$ cat config.mk
export PLATFORM = sky130hd
export DESIGN_NAME = sc_axi_master_bridge
export DESIGN_NICKNAME = d
export VERILOG_FILES = /design/src/rtl/sc_axi_master_bridge.sv
export SDC_FILE = /design/constraint.sdc
export NUM_CORES = 1
export LEC_CHECK = 0
export CAP_MARGIN = 15
export CELL_PAD_IN_SITES_DETAIL_PLACEMENT = 0
export CELL_PAD_IN_SITES_GLOBAL_PLACEMENT = 1
export CORE_AREA = 8 8 224 226
export CTS_CLUSTER_DIAMETER = 100
export DETAILED_ROUTE_END_ITERATION = 10
export DIE_AREA = 0 0 232 234
export DONT_BUFFER_PORTS = 1
export PLACE_DENSITY_LB_ADDON = 0.3
export SYNTH_ARGS = -nofsm -noshare
export SYNTH_HDL_FRONTEND = slang
export SYNTH_SLANG_ARGS = --single-unit
export TNS_END_PERCENT = 20
$ cat constraint.sdc
create_clock -name clk -period 3.4 [get_ports clk]
set_clock_uncertainty 0.1 [all_clocks]
set_input_delay 1.02 -clock clk [delete_from_list [all_inputs] [get_ports clk]]
set_output_delay 1.02 -clock clk [all_outputs]
set_load 0.02 [all_outputs]
$ cat src/rtl/sc_axi_master_bridge.sv
// Turns single transaction requests from the SystemC side into AXI4 INCR bursts, one outstanding.
// Latency: request handshake -> awvalid/arvalid two cycles later; read beats and B pass straight to rsp.
// Backpressure: req_ready only in IDLE; W and R/B streams pass ready through combinationally.
module sc_axi_master_bridge #(
    parameter int DATA_WIDTH = 64,
    parameter int ADDR_WIDTH = 40,
    parameter int ID_WIDTH   = 12,
    parameter int CNT_WIDTH  = 16
) (
    input  logic                      clk,
    input  logic                      rst_n,

    input  logic                      req_valid,
    output logic                      req_ready,
    input  logic                      req_we,
    input  logic [ADDR_WIDTH-1:0]     req_addr,
    input  logic [ID_WIDTH-1:0]       req_id,
    input  logic [7:0]                req_len,

    input  logic                      wr_valid,
    output logic                      wr_ready,
    input  logic [DATA_WIDTH-1:0]     wr_data,
    input  logic [DATA_WIDTH/8-1:0]   wr_strb,

    output logic                      rsp_valid,
    input  logic                      rsp_ready,
    output logic [DATA_WIDTH-1:0]     rsp_data,
    output logic [ID_WIDTH-1:0]       rsp_id,
    output logic [1:0]                rsp_resp,
    output logic                      rsp_last,
    output logic                      rsp_we,

    output logic [ID_WIDTH-1:0]       axi_awid,
    output logic [ADDR_WIDTH-1:0]     axi_awaddr,
    output logic [7:0]                axi_awlen,
    output logic [2:0]                axi_awsize,
    output logic [1:0]                axi_awburst,
    output logic                      axi_awlock,
    output logic [3:0]                axi_awcache,
    output logic [2:0]                axi_awprot,
    output logic [3:0]                axi_awqos,
    output logic                      axi_awvalid,
    input  logic                      axi_awready,

    output logic [DATA_WIDTH-1:0]     axi_wdata,
    output logic [DATA_WIDTH/8-1:0]   axi_wstrb,
    output logic                      axi_wlast,
    output logic                      axi_wvalid,
    input  logic                      axi_wready,

    input  logic [ID_WIDTH-1:0]       axi_bid,
    input  logic [1:0]                axi_bresp,
    input  logic                      axi_bvalid,
    output logic                      axi_bready,

    output logic [ID_WIDTH-1:0]       axi_arid,
    output logic [ADDR_WIDTH-1:0]     axi_araddr,
    output logic [7:0]                axi_arlen,
    output logic [2:0]                axi_arsize,
    output logic [1:0]                axi_arburst,
    output logic                      axi_arlock,
    output logic [3:0]                axi_arcache,
    output logic [2:0]                axi_arprot,
    output logic [3:0]                axi_arqos,
    output logic                      axi_arvalid,
    input  logic                      axi_arready,

    input  logic [ID_WIDTH-1:0]       axi_rid,
    input  logic [DATA_WIDTH-1:0]     axi_rdata,
    input  logic [1:0]                axi_rresp,
    input  logic                      axi_rlast,
    input  logic                      axi_rvalid,
    output logic                      axi_rready,

    output logic                      busy,
    output logic                      len_err,
    output logic [CNT_WIDTH-1:0]      wr_txn_cnt,
    output logic [CNT_WIDTH-1:0]      rd_txn_cnt
);

    localparam logic [2:0] IDLE    = 3'd0;
    localparam logic [2:0] CHK     = 3'd1;
    localparam logic [2:0] WR_ADDR = 3'd2;
    localparam logic [2:0] WR_DATA = 3'd3;
    localparam logic [2:0] WR_RESP = 3'd4;
    localparam logic [2:0] RD_ADDR = 3'd5;
    localparam logic [2:0] RD_DATA = 3'd6;
    localparam logic [2:0] ERR_RSP = 3'd7;

    logic [2:0]            state;
    logic [2:0]            state_nxt;
    logic                  we_q;
    logic [ADDR_WIDTH-1:0] addr_q;
    logic [ID_WIDTH-1:0]   id_q;
    logic [7:0]            len_q;
    logic [7:0]            beat_cnt;
    logic [12:0]           end_off;
    logic                  chk_err;
    logic                  beat_is_last;
    logic                  w_hs;
    logic                  r_hs;
    logic                  b_hs;

    // Offset one past the burst within its 4 KB page; exactly 4096 is still legal.
    assign end_off      = {1'b0, addr_q[11:0]} + (({5'd0, len_q} + 13'd1) << 3);
    assign chk_err      = (addr_q[2:0] != 3'd0) || (end_off > 13'd4096);
    assign beat_is_last = (beat_cnt == len_q);

    assign req_ready    = (state == IDLE);
    assign busy         = (state != IDLE);

    assign axi_awid     = id_q;
    assign axi_awaddr   = addr_q;
    assign axi_awlen    = len_q;
    assign axi_awsize   = 3'b011;
    assign axi_awburst  = 2'b01;
    assign axi_awlock   = 1'b0;
    assign axi_awcache  = 4'd0;
    assign axi_awprot   = 3'd0;
    assign axi_awqos    = 4'd0;
    assign axi_awvalid  = (state == WR_ADDR);

    assign axi_arid     = id_q;
    assign axi_araddr   = addr_q;
    assign axi_arlen    = len_q;
    assign axi_arsize   = 3'b011;
    assign axi_arburst  = 2'b01;
    assign axi_arlock   = 1'b0;
    assign axi_arcache  = 4'd0;
    assign axi_arprot   = 3'd0;
    assign axi_arqos    = 4'd0;
    assign axi_arvalid  = (state == RD_ADDR);

    assign axi_wdata    = wr_data;
    assign axi_wstrb    = wr_strb;
    assign axi_wlast    = beat_is_last;
    assign axi_wvalid   = (state == WR_DATA) && wr_valid;
    assign wr_ready     = (state == WR_DATA) && axi_wready;

    assign axi_bready   = (state == WR_RESP) && rsp_ready;
    assign axi_rready   = (state == RD_DATA) && rsp_ready;

    assign w_hs = axi_wvalid && axi_wready;
    assign r_hs = axi_rvalid && axi_rready;
    assign b_hs = axi_bvalid && axi_bready;

    always_comb begin
        state_nxt = state;
        case (state)
            IDLE:    if (req_valid) state_nxt = CHK;
            CHK:     state_nxt = chk_err ? ERR_RSP : (we_q ? WR_ADDR : RD_ADDR);
            WR_ADDR: if (axi_awready) state_nxt = WR_DATA;
            WR_DATA: if (w_hs && beat_is_last) state_nxt = WR_RESP;
            WR_RESP: if (b_hs) state_nxt = IDLE;
            RD_ADDR: if (axi_arready) state_nxt = RD_DATA;
            RD_DATA: if (r_hs && axi_rlast) state_nxt = IDLE;
            ERR_RSP: if (rsp_ready) state_nxt = IDLE;
            default: state_nxt = IDLE;
        endcase
    end

    always_comb begin
        rsp_valid = 1'b0;
        rsp_data  = '0;
        rsp_id    = '0;
        rsp_resp  = 2'b00;
        rsp_last  = 1'b0;
        rsp_we    = 1'b0;
        case (state)
            WR_RESP: begin
                rsp_valid = axi_bvalid;
                rsp_id    = axi_bid;
                rsp_resp  = axi_bresp;
                rsp_last  = 1'b1;
                rsp_we    = 1'b1;
            end
            RD_DATA: begin
                rsp_valid = axi_rvalid;
                rsp_data  = axi_rdata;
                rsp_id    = axi_rid;
                rsp_resp  = axi_rresp;
                rsp_last  = axi_rlast;
            end
            ERR_RSP: begin
                rsp_valid = 1'b1;
                rsp_id    = id_q;
                rsp_resp  = 2'b10;
                rsp_last  = 1'b1;
                rsp_we    = we_q;
            end
            default: ;
        endcase
    end

    always_ff @(posedge clk or negedge rst_n) begin
        if (!rst_n) begin
            state      <= IDLE;
            we_q       <= 1'b0;
            addr_q     <= '0;
            id_q       <= '0;
            len_q      <= 8'd0;
            beat_cnt   <= 8'd0;
            len_err    <= 1'b0;
            wr_txn_cnt <= '0;
            rd_txn_cnt <= '0;
        end else begin
            state   <= state_nxt;
            len_err <= 1'b0;
            if ((state == IDLE) && req_valid) begin
                we_q     <= req_we;
                addr_q   <= req_addr;
                id_q     <= req_id;
                len_q    <= req_len;
                beat_cnt <= 8'd0;
            end
            if ((state == WR_DATA) && w_hs) begin
                beat_cnt <= beat_cnt + 8'd1;
            end
            if ((state == WR_RESP) && b_hs) begin
                wr_txn_cnt <= wr_txn_cnt + CNT_WIDTH'(1);
            end
            // The slave's rlast ends the burst; a disagreeing beat count is only flagged.
            if ((state == RD_DATA) && r_hs) begin
                beat_cnt <= beat_cnt + 8'd1;
                len_err  <= (axi_rlast != beat_is_last);
                if (axi_rlast) begin
                    rd_txn_cnt <= rd_txn_cnt + CNT_WIDTH'(1);
                end
            end
        end
    end

endmodule

* Yosys cells after proc, flatten, opt, wreduce, memory -nomap -nowiden
Index checks and enable logic that the tools add are counted.
Storage, ports and cells: logic and storage cells 72, output and inout bits 349, input port bits 236, flip-flop bits (word level) 105
Operators by class: reduce and logical (&&, ||, !) cells 21, multiplexer cells 20, order comparisons 1, $add $sub $neg 5, equal/unequal tests 16
Operators with widths (count):
- two-way mux 64 bit | 1
- case mux 12 bit (3 select lines) | 1
- adder 16 x 1 -> 16 bit (second input constant) | 2
- two-way mux 3 bit | 9
- two-way mux 8 bit | 3
- case mux 3 bit (8 select lines) | 1
- adder 12 x 12 -> 13 bit | 1
- greater-than comparator 13 bit (second input constant) | 1
- logical AND 1 bit | 13
- == test 3 bit (second input constant) | 4
- adder 8 x 1 -> 9 bit (second input constant) | 1
- nonzero test 3 bit | 3
- adder 8 x 1 -> 8 bit (second input constant) | 1
- == test 8 bit | 1
- != test 2 x 1 -> 1 bit (second input constant) | 4
- AND reduction 7 bit | 1
- == test 3 x 2 -> 1 bit (second input constant) | 2
- != test 2 bit (second input constant) | 3
- case mux 2 bit (3 select lines) | 1
- case mux 1 bit (2 select lines) | 2
- == test 3 x 1 -> 1 bit (second input constant) | 1
- logical NOT 3 bit | 1
- case mux 1 bit (3 select lines) | 1
- AND reduction 2 bit | 1
- 4 further kinds | 4

* Longest topological paths before layout
depth in word-level cells 6, depth in mapped cells 11, mapped depth without buffers 11

* Worst setup path after synthesis
OpenSTA, ideal clock, no wires.
kind register -> register, start point register len_q[1], in the netlist axi_arlen[1], end point register state[0], data arrival time 2934 ps, cell stages (with the launch flop) 11, setup time 134 ps, period minus slack after synthesis 3169 ps, path buffers 0, data required time 3166 ps, slack 231 ps, cell sequence dfrtp_1 > ha_1 > nand3_1 > xnor2_1 > ha_1 > and2_4 > a311o_1 > o211a_1 > or3_4 > a2111oi_4 > o221ai_2
On the way: cells in the longest elaborated chain, start to end 6, elaborated cells between the ends (all ways) 10, those cells by class add/sub: 2; order compare: 1; eq/ne: 2; mux: 2; reduce/logical: 3
RTL lines:
- from (decl) | line 95 | logic [7:0] len_q;
- from (signal assigned) | line 213 | len_q <= req_len;
- adder 8 x 1 -> 9 bit | line 105 | assign end_off = {1'b0, addr_q[11:0]} + (({5'd0, len_q} + 13'd1) << 3);
- adder 12 x 12 -> 13 bit | line 105
- greater-than comparator 13 bit | line 106 | assign chk_err = (addr_q[2:0] != 3'd0) || (end_off > 13'd4096);
- logical OR 1 bit | line 106
- two-way mux 3 bit | line 151 | CHK: state_nxt = chk_err ? ERR_RSP : (we_q ? WR_ADDR : RD_ADDR);
- case mux 3 bit (8 select lines) | line 149 | case (state)
- to (signal assigned) | line 207 | state <= state_nxt;
- to (decl) | line 90 | logic [2:0] state;
Parallel ways exist; a longest one is shown, timed or not. A chain may end at the register's enable or synchronous reset.

* Worst setup path in the final report
Ends and elaborated chain as after synthesis.

==> flow_metrics.tcl <==
set metrics [dict create \
    crit_path_max_fanout 8 \
    startpoint_type "register" \
    yosysSeqAreaShare 0.3673 \
    synthCells 860 \
    globalRouteOverflowTotal 0 \
    period_share 0.9488 \
    cts_buffers 9 \
    grt_util_all_layers 0.09542 \
    setup_viol 0 \
    min_path_type "in2async" \
    p_leak_nw 3.479 \
    netlist_area_mm2 0.007154 \
    power.density_mw_per_mm2 884.5 \
    synth.area.top_cells "dfrtp_1 37%, buf_4 17%, nand2_1 11%, and2_1 5.9%, xnor2_1 4.2%" \
    cts_setup_buffers 0 \
    crit_path_cell_trace "ha_1 > nand3_1 > xnor2_1 > ha_1 > and2_4 > a311o_1 > o211a_1 > or3_4 > a2111oi_4 > o221ai_2" \
    rsz0062_at_grt "no" \
    path_common_cell "ha_1" \
    met3_usage 0.03786 \
    clkLatencyLatePin_ns 0.39 \
    antenna_found_initial 5 \
    cp.required_ns 3.57 \
    final_cell_mix "209 x nand2_1, 103 x dfrtp_1, 66 x and2_1" \
    dieArea_mm2 0.05429 \
    status "completed" \
    synth-warning-count 0 \
    cts_root_buf "clkbuf_16" \
    final_common_cell "nand2_1" \
    busiest_layer "met2" \
    async_flop_share 1.000 \
    max_slew.worst_pin.slew_ns 0.8689 \
    place_hpwl_um 22060 \
    synthFlopType "dfrtp_1" \
    cts_tree "yes" \
    num-nets-final 1003 \
    drc_errors 0 \
    drive_gt1_frac 0.1082 \
    cp_num_buf_inv 0 \
    setup.worst_path.class "reg2reg" \
    area_growth_pct 3.568 \
    synthDominantCellAreaShare 0.3673 \
    cpMaxStageDelayCell "dfrtp_1" \
    grt_max_degree 106 \
    place.gp.congestion 0.7052 \
    crit_path_end_kind "register" \
    vdd_drop_max_mv 0.3150 \
    whs_ns 0.2202 \
    grtUsageMet2 0.1760 \
    power_mw 6.554 \
    ant_nets 0 \
    post-place-ws_ns 0.1672 \
    start_util 0.1527 \
    met1_usage 0.09557 \
    cap_violations 0 \
    core_mm2 0.04684 \
    finalWorstSetupSlack_ns 0.1742 \
    slew_violations 0 \
    synth_area_leader_cell "dfrtp_1" \
    ys_types 55 \
    wl_per_cell_um 19.95 \
    via_per_inst 3.772 \
    synth_edf_count 0 \
    utilization 0.1582 \
    crit_arrival_ns 3.40 \
    grt_pass1_vias 5222 \
    hold_buffers 0 \
    path_clk_slew_ns 0.09 \
    hold_viol 0 \
    port_buffers 0 \
    drtIter0Drc 242 \
    avgSynthCellArea_um2 8.319 \
    maxSlewHeadroom 0.4134 \
    cts_max_path_buffers 2 \
    rows 80 \
    first_pass_iters 4 \
    synth-seq-cells 105 \
    num_vias 5186 \
    ios 585 \
    h-tree-depth 3 \
    finalCriticalPeriod_ns 3.226 \
    fin_tns_setup_ns 0 \
    crit_family "compound AO/OA/AOI/OAI gates" \
    grt_pass1_wl_um 37340 \
    cts.sinks 105 \
    die_h_um 234 \
    die_x_um 232 \
    drt_wl_total_um 27430 \
    max_stage_delay_ns 0.43 \
    fmax_mhz 310.0 \
]
[final timing paths]
path                                          start                    endpoint  slack (ns)  depth (start not counted)
max reg2reg                axi_arlen[1]$_DFFE_PN0P_        state[0]$_DFFE_PN0P_        0.17                         10
min reg2reg                 beat_cnt[7]$_DFFE_PN0P_     beat_cnt[7]$_DFFE_PN0P_        0.42                          1
max                        axi_arlen[1]$_DFFE_PN0P_        state[0]$_DFFE_PN0P_        0.17                         10
max in group asynchronous                     rst_n  axi_araddr[26]$_DFFE_PN0P_        2.67                          0
min                                           rst_n     axi_arid[3]$_DFFE_PN0P_        0.22                          0
min in group clk            beat_cnt[7]$_DFFE_PN0P_     beat_cnt[7]$_DFFE_PN0P_        0.42                          1
[metal layers]
metal / routed length [um] / share of wire
met1: 9553 / 0.35
met2: 14530 / 0.53
met3: 2756 / 0.10
met4: 580 / 0.021
met5: 13 / 0.00047
[metrics by stage]
stage	cells	area, um^2
2_1_floorplan	892	7274
3_3_place_gp	1357	7086
3_5_place_dp	1357	7086
4_1_cts	1373	7400
5_1_grt	1373	7405
6_report	1375	7410
[cells in the mapped netlist, types with 3 or more instances]
| cell type | instances |
|---|---|
| nand4_1 | 11 |
| and3_1 | 12 |
| xor2_1 | 15 |
| inv_1 | 5 |
| xnor2_1 | 34 |
| nor2_1 | 40 |
| nand3_1 | 24 |
| a21oi_1 | 15 |
| mux2i_1 | 16 |
| clkbuf_1 | 30 |
| nand2b_1 | 7 |
| ha_1 | 13 |
| buf_4 | 166 |
| nand2_1 | 210 |
| nor2b_1 | 14 |
| dfrtp_1 | 105 |
| o21ai_0 | 20 |
| and2_1 | 67 |
| and4_1 | 3 |
| a21boi_0 | 4 |
| nor3_1 | 6 |
[worst register-to-register path: cells and delay by family (launching register included)]
| family | cells | cell delay [ns] |
|---|---|---|
| compound gates | 4 | 1.11 |
| fa+ha+maj | 2 | 0.59 |
| simple gates | 3 | 0.72 |
| flops | 1 | 0.43 |
| xor+xnor | 1 | 0.16 |
[cell type report]
type	count	area (um^2)
timing repair buffer	49	392.9
inverter	5	22.52
fill	5300	39440
sequential	105	2630
clock buffer	9	225.2
tap	615	769.5
multi-input combinational	583	3276
antenna	2	5.005
clock inverter	7	88.84
[registers in the layout (all words and copies together) (netlist names)]
signal and cells:
axi_arid 12, beat_cnt 8, wr_txn_cnt 16, we_q 1, axi_arlen 8, axi_araddr 40, state 3, len_err 1
rd_txn_cnt 16
[kinds of logic (layout without fill, tap and decap cells)]
kind of cell	after synthesis	after routing	share of synthesized area
other	2	36	0.001050
and+or+nand+nor	407	407	0.2688
DFF	105	105	0.3673
adders and majority gates	14	14	0.02553
buffers and inverters	204	70	0.1943
AOI/OAI and AO/OA	61	61	0.05754
muxes	18	18	0.02553
xor gates and xnor gates	49	49	0.05999
[where the power goes]
group | leakage, nW | total (mW) | internal, mW | switching [mW]
logic | 1.97 | 2.52 | 0.960 | 1.56
registers | 1.36 | 2.88 | 1.61 | 1.27
clock network | 0.153 | 1.16 | 0.537 | 0.619
[repair_timing]
item | in CTS | in global routing
gates resized for setup | 0 | 2
hold endpoints to repair | 0 | 0
endpoints found under the setup margin | 0 | 6
Note: power is estimated with default switching activity, not from simulation.
